File: config.mk
export PLATFORM = sky130hd
export DESIGN_NAME = gen_key_events
export DESIGN_NICKNAME = d
export VERILOG_FILES = /design/src/rtl/gen_key_events.sv
export SDC_FILE = /design/constraint.sdc
export NUM_CORES = 1
export LEC_CHECK = 0
export ABC_CLOCK_PERIOD_IN_PS = 3200
export CAP_MARGIN = 10
export CORE_ASPECT_RATIO = 0.6
export CORE_UTILIZATION = 45
export DETAILED_ROUTE_END_ITERATION = 12
export PLACE_DENSITY_LB_ADDON = 0.25
export SYNTH_ARGS = -nofsm -noshare
export SYNTH_HDL_FRONTEND = slang
export SYNTH_SLANG_ARGS = --single-unit
File: constraint.sdc
create_clock -name clk -period 3.2 [get_ports clk]
set_clock_uncertainty 0.15 [all_clocks]
set_input_delay 0.64 -clock clk [delete_from_list [all_inputs] [get_ports clk]]
set_output_delay 0.64 -clock clk [all_outputs]
set_load 0.01 [all_outputs]
File: src/rtl/gen_key_events.sv
`default_nettype none
// ============================================================================
// Module   : gen_key_events
// Brief    : Per-key sync, debounce and press/release/long-press pulse
//            generator for NUM_KEYS active-low push-buttons.
//            Optional auto-repeat is built when KEY_AUTO_REPEAT_EN is defined.
// Revision : 1.0 - initial release
// ============================================================================
module gen_key_events #(
    parameter int NUM_KEYS        = 4,
    parameter int DB_WIDTH        = 22,
    parameter int DEBOUNCE_CYCLES = 4000000,
    parameter int HOLD_WIDTH      = 28,
    parameter int LONG_CYCLES     = 100000000,
    parameter int REPEAT_CYCLES   = 10000000
) (
    input  logic                clk,
    input  logic                rst,
    input  logic [NUM_KEYS-1:0] key_in_n,
    output logic [NUM_KEYS-1:0] key_level,
    output logic [NUM_KEYS-1:0] key_press,
    output logic [NUM_KEYS-1:0] key_release,
    output logic [NUM_KEYS-1:0] key_long,
    output logic [NUM_KEYS-1:0] key_repeat
);

    localparam logic [1:0] c_st_released = 2'd0;
    localparam logic [1:0] c_st_pressed  = 2'd1;
    localparam logic [1:0] c_st_long     = 2'd2;

    localparam logic [DB_WIDTH-1:0]   c_db_last   = DB_WIDTH'(DEBOUNCE_CYCLES - 1);
    localparam logic [DB_WIDTH-1:0]   c_db_one    = DB_WIDTH'(1);
    localparam logic [HOLD_WIDTH-1:0] c_hold_long = HOLD_WIDTH'(LONG_CYCLES);
    localparam logic [HOLD_WIDTH-1:0] c_hold_one  = HOLD_WIDTH'(1);

    genvar i;
    generate
        for (i = 0; i < NUM_KEYS; i++) begin : g_key
            logic                  r_sync1;
            logic                  r_sync2;
            logic                  r_level;
            logic                  r_press;
            logic                  r_release;
            logic                  r_long;
            logic [DB_WIDTH-1:0]   r_db_cnt;
            logic [1:0]            r_state;
            logic [HOLD_WIDTH-1:0] r_hold_cnt;
            logic                  w_pressed;
            logic                  w_differs;
            logic                  w_accept;
            logic                  w_rise;
            logic                  w_fall;

            // Sync flops carry the raw active-low pin, so reset to 1 means released.
            assign w_pressed = ~r_sync2;
            assign w_differs = (w_pressed != r_level);
            assign w_accept  = w_differs && (r_db_cnt == c_db_last);
            assign w_rise    = w_accept && w_pressed;
            assign w_fall    = w_accept && !w_pressed;

            always_ff @(posedge clk) begin
                if (rst) begin
                    r_sync1    <= 1'b1;
                    r_sync2    <= 1'b1;
                    r_level    <= 1'b0;
                    r_press    <= 1'b0;
                    r_release  <= 1'b0;
                    r_long     <= 1'b0;
                    r_db_cnt   <= '0;
                    r_state    <= c_st_released;
                    r_hold_cnt <= '0;
                end else begin
                    r_sync1   <= key_in_n[i];
                    r_sync2   <= r_sync1;
                    r_press   <= w_rise;
                    r_release <= w_fall;
                    r_long    <= 1'b0;

                    if (!w_differs || w_accept) begin
                        r_db_cnt <= '0;
                    end else begin
                        r_db_cnt <= r_db_cnt + c_db_one;
                    end
                    if (w_accept) begin
                        r_level <= w_pressed;
                    end

                    // State follows the debounced edge in the same cycle it is accepted.
                    case (r_state)
                        c_st_released: begin
                            if (w_rise) begin
                                r_state    <= c_st_pressed;
                                r_hold_cnt <= c_hold_one;
                            end
                        end
                        c_st_pressed: begin
                            if (w_fall) begin
                                r_state    <= c_st_released;
                                r_hold_cnt <= '0;
                            end else if (r_hold_cnt == c_hold_long) begin
                                r_state <= c_st_long;
                                r_long  <= 1'b1;
                            end else begin
                                r_hold_cnt <= r_hold_cnt + c_hold_one;
                            end
                        end
                        c_st_long: begin
                            if (w_fall) begin
                                r_state    <= c_st_released;
                                r_hold_cnt <= '0;
                            end
                        end
                        default: begin
                            r_state    <= c_st_released;
                            r_hold_cnt <= '0;
                        end
                    endcase
                end
            end

            assign key_level[i]   = r_level;
            assign key_press[i]   = r_press;
            assign key_release[i] = r_release;
            assign key_long[i]    = r_long;

`ifdef KEY_AUTO_REPEAT_EN
            localparam logic [HOLD_WIDTH-1:0] c_rep_period = HOLD_WIDTH'(REPEAT_CYCLES);
            logic [HOLD_WIDTH-1:0] r_rep_cnt;
            logic                  r_repeat;

            always_ff @(posedge clk) begin
                if (rst) begin
                    r_rep_cnt <= '0;
                    r_repeat  <= 1'b0;
                end else begin
                    r_repeat <= 1'b0;
                    if (r_state == c_st_pressed && !w_fall && r_hold_cnt == c_hold_long) begin
                        r_rep_cnt <= c_hold_one;
                    end else if (r_state == c_st_long && !w_fall) begin
                        if (r_rep_cnt == c_rep_period) begin
                            r_repeat  <= 1'b1;
                            r_rep_cnt <= c_hold_one;
                        end else begin
                            r_rep_cnt <= r_rep_cnt + c_hold_one;
                        end
                    end else begin
                        r_rep_cnt <= '0;
                    end
                end
            end

            assign key_repeat[i] = r_repeat;
`else
            assign key_repeat[i] = 1'b0;
`endif
        end
    endgenerate

endmodule
`default_nettype wire

## Word level (Yosys, flattened, before mapping)

Index checks and enable logic that the tools add are counted.

| word-level totals | value |
|---|---|
| flip-flop bits (word level) | 232 |
| bits of input ports | 6 |
| output and inout bits | 20 |
| logic and storage cells | 172 |

| cells by class | value |
|---|---|
| add/sub/neg operators | 8 |
| equality and inequality tests | 36 |
| multiplexer cells | 44 |
| bitwise operators | 8 |
| reduce and logical (&&, ||, !) cells | 40 |

Operator list:

| cell | count |
|---|---|
| 28-bit two-way mux | 16 |
| 28-bit case mux with 3 select lines | 4 |
| 28-bit by 1-bit adder with 28-bit output (second input constant) | 4 |
| 28-bit by 27-bit equality test with 1-bit output (second input constant) | 4 |
| 22-bit by 1-bit adder with 22-bit output (second input constant) | 4 |
| 22-bit equality test (second input constant) | 4 |
| 2-bit two-way mux | 16 |
| 3-bit != test (second input constant) | 8 |
| 2-bit case mux with 3 select lines | 4 |
| 3-bit AND reduction | 8 |
| 2-bit != test (second input constant) | 8 |
| 1-bit logical AND | 12 |
| 3-bit OR reduction | 4 |
| 2-bit by 1-bit equality test with 1-bit output (second input constant) | 4 |
| 2-bit equality test (second input constant) | 4 |
| 2-bit zero test | 4 |
| 1-bit NOT | 8 |
| 2-bit OR reduction | 4 |
| 1-bit zero test | 4 |
| 1-bit logical OR | 4 |
| 1-bit two-way mux | 4 |
| 1-bit != test | 4 |

## Logic depth before layout (Yosys ltp)

| depth | value |
|---|---|
| depth in word-level cells | 6 |
| mapped depth | 10 |

## Worst setup path after synthesis

No wires, ideal clock.

| path | value |
|---|---|
| path type | reg2reg |
| from | reg g_key[3].r_db_cnt[0] |
| to | reg g_key[3].r_hold_cnt[12] |
| setup time | 0.120 ns |
| arrival | 2.418 ns |
| data required time | 2.930 ns |
| path slack | 0.512 ns |
| stages on the path, launching flop included | 10 |
| buffers on the path | 2 |
| cell sequence | dfxtp_1 ha_1 nand2_1 or4_4 o41a_1 a31o_2 and2_1 buf_2 buf_6 a211o_1 |

| between the ends | value |
|---|---|
| longest elaborated chain between the ends | 5 |

RTL lines:

| element | line | RTL |
|---|---|---|
| start: declaration | 45 | `logic [DB_WIDTH-1:0] r_db_cnt;` |
| start signal: assignment | 82 | `r_db_cnt <= r_db_cnt + c_db_one;` |
| 22-bit equality test * | 57 | `assign w_accept = w_differs && (r_db_cnt == c_db_last);` |
| 1-bit logical AND * | 57 |  |
| 1-bit logical AND (on tied branches) | 59, 58 |  |
| 3-bit != test (no line), or another cell as far along | n/a |  |
| 3-bit AND reduction (no line) / 28-bit case mux with 3 select lines (equally long branches) | n/a |  |
| end signal: assignment | 93 | `r_hold_cnt <= c_hold_one;` |
| end signal: assignment | 104 | `r_hold_cnt <= r_hold_cnt + c_hold_one;` |
| end: declaration | 47 | `logic [HOLD_WIDTH-1:0] r_hold_cnt;` |

Every way passes the cells marked *; elsewhere a longest branch is shown, timed or not.
A chain may end at the register's enable or synchronous reset.

## Worst setup path after layout

| path | value |
|---|---|
| from | reg g_key[3].r_db_cnt[0] |
| to | reg g_key[3].r_hold_cnt[17] |

Same word-level chain as after synthesis.

==> results.md <==
Yosys:
- The area of the mapped netlist is around 12000 um^2.
- In the post-synthesis netlist, the biggest area contributors are sky130_fd_sc_hd__dfxtp_1, sky130_fd_sc_hd__nand3_1, sky130_fd_sc_hd__nor2_1.
- The post-synthesis async set-or-reset flop share is 0%.
- The fraction of the yosys area taken by sequential cells is 39.2%.
- Summed over all instances, the cell type with the most area after synthesis is sky130_fd_sc_hd__dfxtp_1.
- The share of synthesized area in the top cell type comes to between 30% and 40%.
- The fraction of synthesized area in multiplexers is 0.338%.
- In this run, synthesis produced a sequential element count of ~230.
- The parity-gate share of the synthesized area counting xor and xnor cells is 5.62%.
- The count of distinct cell types in the synthesized netlist is 80.
- The post-synthesis compound-gate area fraction is 14.5%.
- The cell count after synthesis is 1458.
- Yosys printed 0 warnings.
- By area, the combinational part of the netlist is dominated by simple AND/OR/NAND/NOR gates.
- The main flop type after synthesis is sky130_fd_sc_hd__dfxtp_1.
- The share of synthesized cell area in and, or, nand and nor gates is 34.3%.
- Counting flops with a built-in enable in the synthesized netlist gives 0.
- Each instance of the synthesized netlist takes up on average approximately 8.1 um^2.
- The arithmetic-cell share of the synthesized area counting full adders, half adders and majority gates is 1.27%.

Floorplanning:
- The boundary pin count is 26.
- The number of standard-cell rows in the floorplan is 45.
- The chip height is 128 um.
- The region available for standard cell placement spans 25600 um^2.
- The floorplan step set the die width to 211 um.
- The floorplan step defined a die boundary enclosing 27000 um^2.
- The effective utilization at floorplan is 46.3%.

Critical path:
- Data arrives at the worst endpoint at around 3200 ps.
- The kind of launch point of the worst setup path is a flip-flop.
- STA classifies the critical path endpoint as a flip-flop.
- The cell depth of the worst flop-to-flop path is 7.
- The maximum net fanout on the critical path is 15.
- The endpoint identified for the worst register-to-register timing path is g_key[3].r_hold_cnt[17].
- The source of the worst register-to-register timing path is g_key[3].r_db_cnt[0].
- In this design, the stage delay of the slowest critical-path cell is 540 ps.
- The largest delay contributor family on the critical path is compound AO/OA/AOI/OAI gates.
- Across all register-to-register paths, the minimum setup slack is about 240 ps.
- The number of buffer and inverter stages on the critical path is 0.
- Walking the worst path, the cells encountered are ha_1 > nand2_1 > or4_4 > o41a_1 > a31o_2 > and2_1 > a221o_1.
- The slowest library cell on the worst path is sky130_fd_sc_hd__or4_4.
- The worst endpoint required time is ~3500 ps.
- The category of the critical setup timing path is reg2reg.

Cells and area:
- The area growth from synthesis to layout is 11.1%.
- After routing the design area is 13200 um^2.
- For this run, the post-layout net count is between 1000 and 1500.
- The number of diodes is 0.
- Cells fill around half of the core in the end.
- For this run, the number of standard cells in the final layout without fillers is approximately 1800.
- The fraction of layout cells with a size suffix above 1 is 8.25%.
- The fill cell total of the finished layout is 2447.

Global route:
- The pin count of the biggest net entering global routing is 33.
- Global routing used ~22% of the available tracks across all layers.
- The via count of the first global-routing pass is 9685.
- The first global-routing pass estimated 49800 um of wire.
- The total overflow left after global routing is 0.
- The number of antenna violations at the first check in global routing came to 0.

Pwr:
- The leakage power figure is 4.28 nW.
- VDD sags by at most 0.337 mV.
- The areal power density over the cells is 433 nW/um^2.
- The total chip power is 5.70 mW.

Timing:
- Hold is met by about 260 ps.
- The slew at the pin closest to its max-slew limit is 1150 ps.
- The post-route worst setup slack is 237 ps.
- In the finished design, the share of the clock period the worst path needs comes to 92.6%.
- The routed design could run at a clock period as short as slightly below 3000 ps.
- Setup repair after global routing left no endpoint under its margin.
- The number of endpoints with negative hold slack in the final report is 0.
- The total count of max-transition violations in the final report is 0.
- The maximum operating frequency is 337 MHz.
- The summed negative setup slack over all endpoints is 0 ps.
- The total of endpoints with negative setup slack in the final report is 0.
- In this run the tightest slew margin relative to its limit is 23.0%.

Clocking:
- The number of gates given a new drive strength after cts is 0.
- Clock tree synthesis found a total of 232 sinks.
- The later pin in the worst-skew pair is clocked with a latency of 530 ps.
- In this run the deepest clock path goes through 3 buffers.
- The TritonCTS clock tree is built.
- CTS placed an instance of sky130_fd_sc_hd__clkbuf_16 at the clock tree root.
- Hold repair after CTS inserted 0 buffers.
- In this run the post-CTS setup repair buffer count came out at 0.
- The number of H-tree levels is 1.
- The clock transition at the registers of the reported paths is 60 ps.
- The number of clock buffers inserted by TritonCTS is 24.

Job:
- Max-cap violations in this run came to 0.

Min path:
- The worst min-delay path endpoint is g_key[1].r_sync2.
- Along the worst hold path, the cell count comes to 1.
- The class of the most critical hold timing path is reg2reg.
- In this run the most critical hold path is launched from g_key[1].r_sync1.

Placement:
- The congestion estimate from routability-driven global placement came to 0.891.
- The placed instances occupy a cell area of 12400 um^2.
- The instance count after placement with tap cells included is 1790.
- The pre-CTS worst setup slack is 135 ps.
- Input and output buffers added on the ports amount to 21.
- After legalization and detailed placement, the total HPWL measured 20500 um.

Routing:
- Dividing the detail-routed via count by the number of cells gives 5.86.
- The routed layout has between 10000 and 15000 vias.
- In the final routed layout, each cell accounts on average for approximately 16 um.
- For this run, design rule violations remaining after detail routing come to 0.
- The overall routed net length is 29300 um.
- The initial detailed-routing violation count is 842.
- Once detail routing completed, the nets flagged for antenna violations numbered 0.
- The detailed-routing iteration count for the pre-antenna-repair pass is 5.

Run status:
- The run finished with clean final reports.
==> cell type report <==
class | instances | area, um^2 | share of cell area [%]
clock buffers | 34 | 709 | 5.39
inverters | 38 | 143 | 1.08
clock inverters | 7 | 41.3 | 0.314
repair buffers | 60 | 500 | 3.80
multi-input cells | 1108 | 6690 | 50.8
flip-flops and latches | 232 | 4640 | 35.3
well taps | 352 | 440 | 3.35
==> cells by family after synthesis <==
| logic type | after synthesis |
|---|---|
| AOI/OAI and AO/OA | 256 |
| xor gates and xnor gates | 76 |
| adders and majority gates | 12 |
| buffers and inverters | 121 |
| DFF | 232 |
| muxes | 4 |
| other | 1 |
| and+or+nand+nor | 756 |
==> placed cells by master (no fill, tap or decap), drive strengths merged, types with 5 or more instances in the layout <==
| master | n |
|---|---|
| or2 | 26 |
| nand4 | 47 |
| a21oi | 74 |
| nor4b | 12 |
| nand2b | 7 |
| nor3 | 55 |
| and3 | 50 |
| a211o | 17 |
| nor2 | 149 |
| clkinv | 6 |
| a31oi | 22 |
| and2 | 15 |
| nand3 | 118 |
| nor4bb | 7 |
| clkbuf | 34 |
| xor2 | 40 |
| nor4 | 28 |
| ha | 12 |
| nor2b | 8 |
| a21o | 5 |
| clkdlybuf4s50 | 20 |
| or3 | 37 |
| nand4b | 9 |
| xnor2 | 36 |
| dfxtp | 232 |
| a211oi | 10 |
| nand2 | 128 |
| or4 | 14 |
| o21ai | 59 |
| and4 | 26 |
| buf | 40 |
| inv | 39 |
| o211ai | 6 |
| a311oi | 14 |
| nand3b | 7 |
==> worst register-to-register path, delay by kind of cell (launching register included) <==
kind | cells | cell delay, ps
adder cells (fa/ha/maj) | 1 | 230
AND/OR/NAND/NOR | 3 | 1010
flip-flops | 1 | 370
AO/OA/AOI/OAI | 3 | 1090
==> how the worst max path moves through the flow <==
| stage | startpoint | to | slack, ps | cells after the start |
|---|---|---|---|---|
| 2_1_floorplan | g_key[3].r_db_cnt[0] | g_key[3].r_hold_cnt[12] | 510 | 9 |
| 3_3_place_gp | g_key[1].r_hold_cnt[0] | g_key[1].r_hold_cnt[25] | 100 | 9 |
| 3_5_place_dp | g_key[1].r_hold_cnt[0] | g_key[1].r_hold_cnt[25] | 140 | 9 |
| 4_1_cts | g_key[1].r_hold_cnt[0] | g_key[1].r_hold_cnt[25] | 110 | 9 |
| 5_1_grt | g_key[3].r_db_cnt[0] | g_key[3].r_hold_cnt[17] | 120 | 7 |
| 6_report | g_key[3].r_db_cnt[0] | g_key[3].r_hold_cnt[17] | 240 | 7 |
==> cell usage after synthesis (14+ instances only) <==
| master | instances |
|---|---|
| sky130_fd_sc_hd__and4_1 | 26 |
| sky130_fd_sc_hd__nor3_1 | 53 |
| sky130_fd_sc_hd__or3_1 | 37 |
| sky130_fd_sc_hd__clkbuf_1 | 49 |
| sky130_fd_sc_hd__xnor2_1 | 36 |
| sky130_fd_sc_hd__dfxtp_1 | 232 |
| sky130_fd_sc_hd__xor2_1 | 40 |
| sky130_fd_sc_hd__a211o_1 | 17 |
| sky130_fd_sc_hd__a311oi_1 | 14 |
| sky130_fd_sc_hd__and2_1 | 15 |
| sky130_fd_sc_hd__nand4_1 | 47 |
| sky130_fd_sc_hd__inv_1 | 38 |
| sky130_fd_sc_hd__and3_1 | 50 |
| sky130_fd_sc_hd__buf_4 | 21 |
| sky130_fd_sc_hd__o21ai_0 | 57 |
| sky130_fd_sc_hd__or2_2 | 25 |
| sky130_fd_sc_hd__nor4_1 | 27 |
| sky130_fd_sc_hd__nand2_1 | 128 |
| sky130_fd_sc_hd__a21oi_1 | 73 |
| sky130_fd_sc_hd__a31oi_1 | 22 |
| sky130_fd_sc_hd__nor2_1 | 149 |
| sky130_fd_sc_hd__nand3_1 | 118 |
==> registers in the layout, indices dropped and copies added, names as in the netlist <==
register	flops
g_key.r_db_cnt	88
g_key.r_hold_cnt	112
g_key.r_level	4
g_key.r_long	4
g_key.r_press	4
g_key.r_release	4
g_key.r_state	8
g_key.r_sync1	4
g_key.r_sync2	4
==> where the power goes <==
part           internal (mW)  total (mW)  switching, mW
combinational         0.0262      0.0891         0.0630
sequential              2.89        2.90        0.00540
clock                   1.54        2.71           1.17
==> metal layers <==
| metal | track usage (%) | up-vias | share of wire (%) |
|---|---|---|---|
| met5 | 0 | - | 0 |
| met4 | 3.96 | 0 | 1.5 |
| met3 | 3.82 | 31 | 7.2 |
| met2 | 29.9 | 344 | 37 |
| met1 | 35.9 | 4999 | 54 |
| li1 | - | 5350 | - |
No activity file was read; power rests on OpenSTA's default activity.
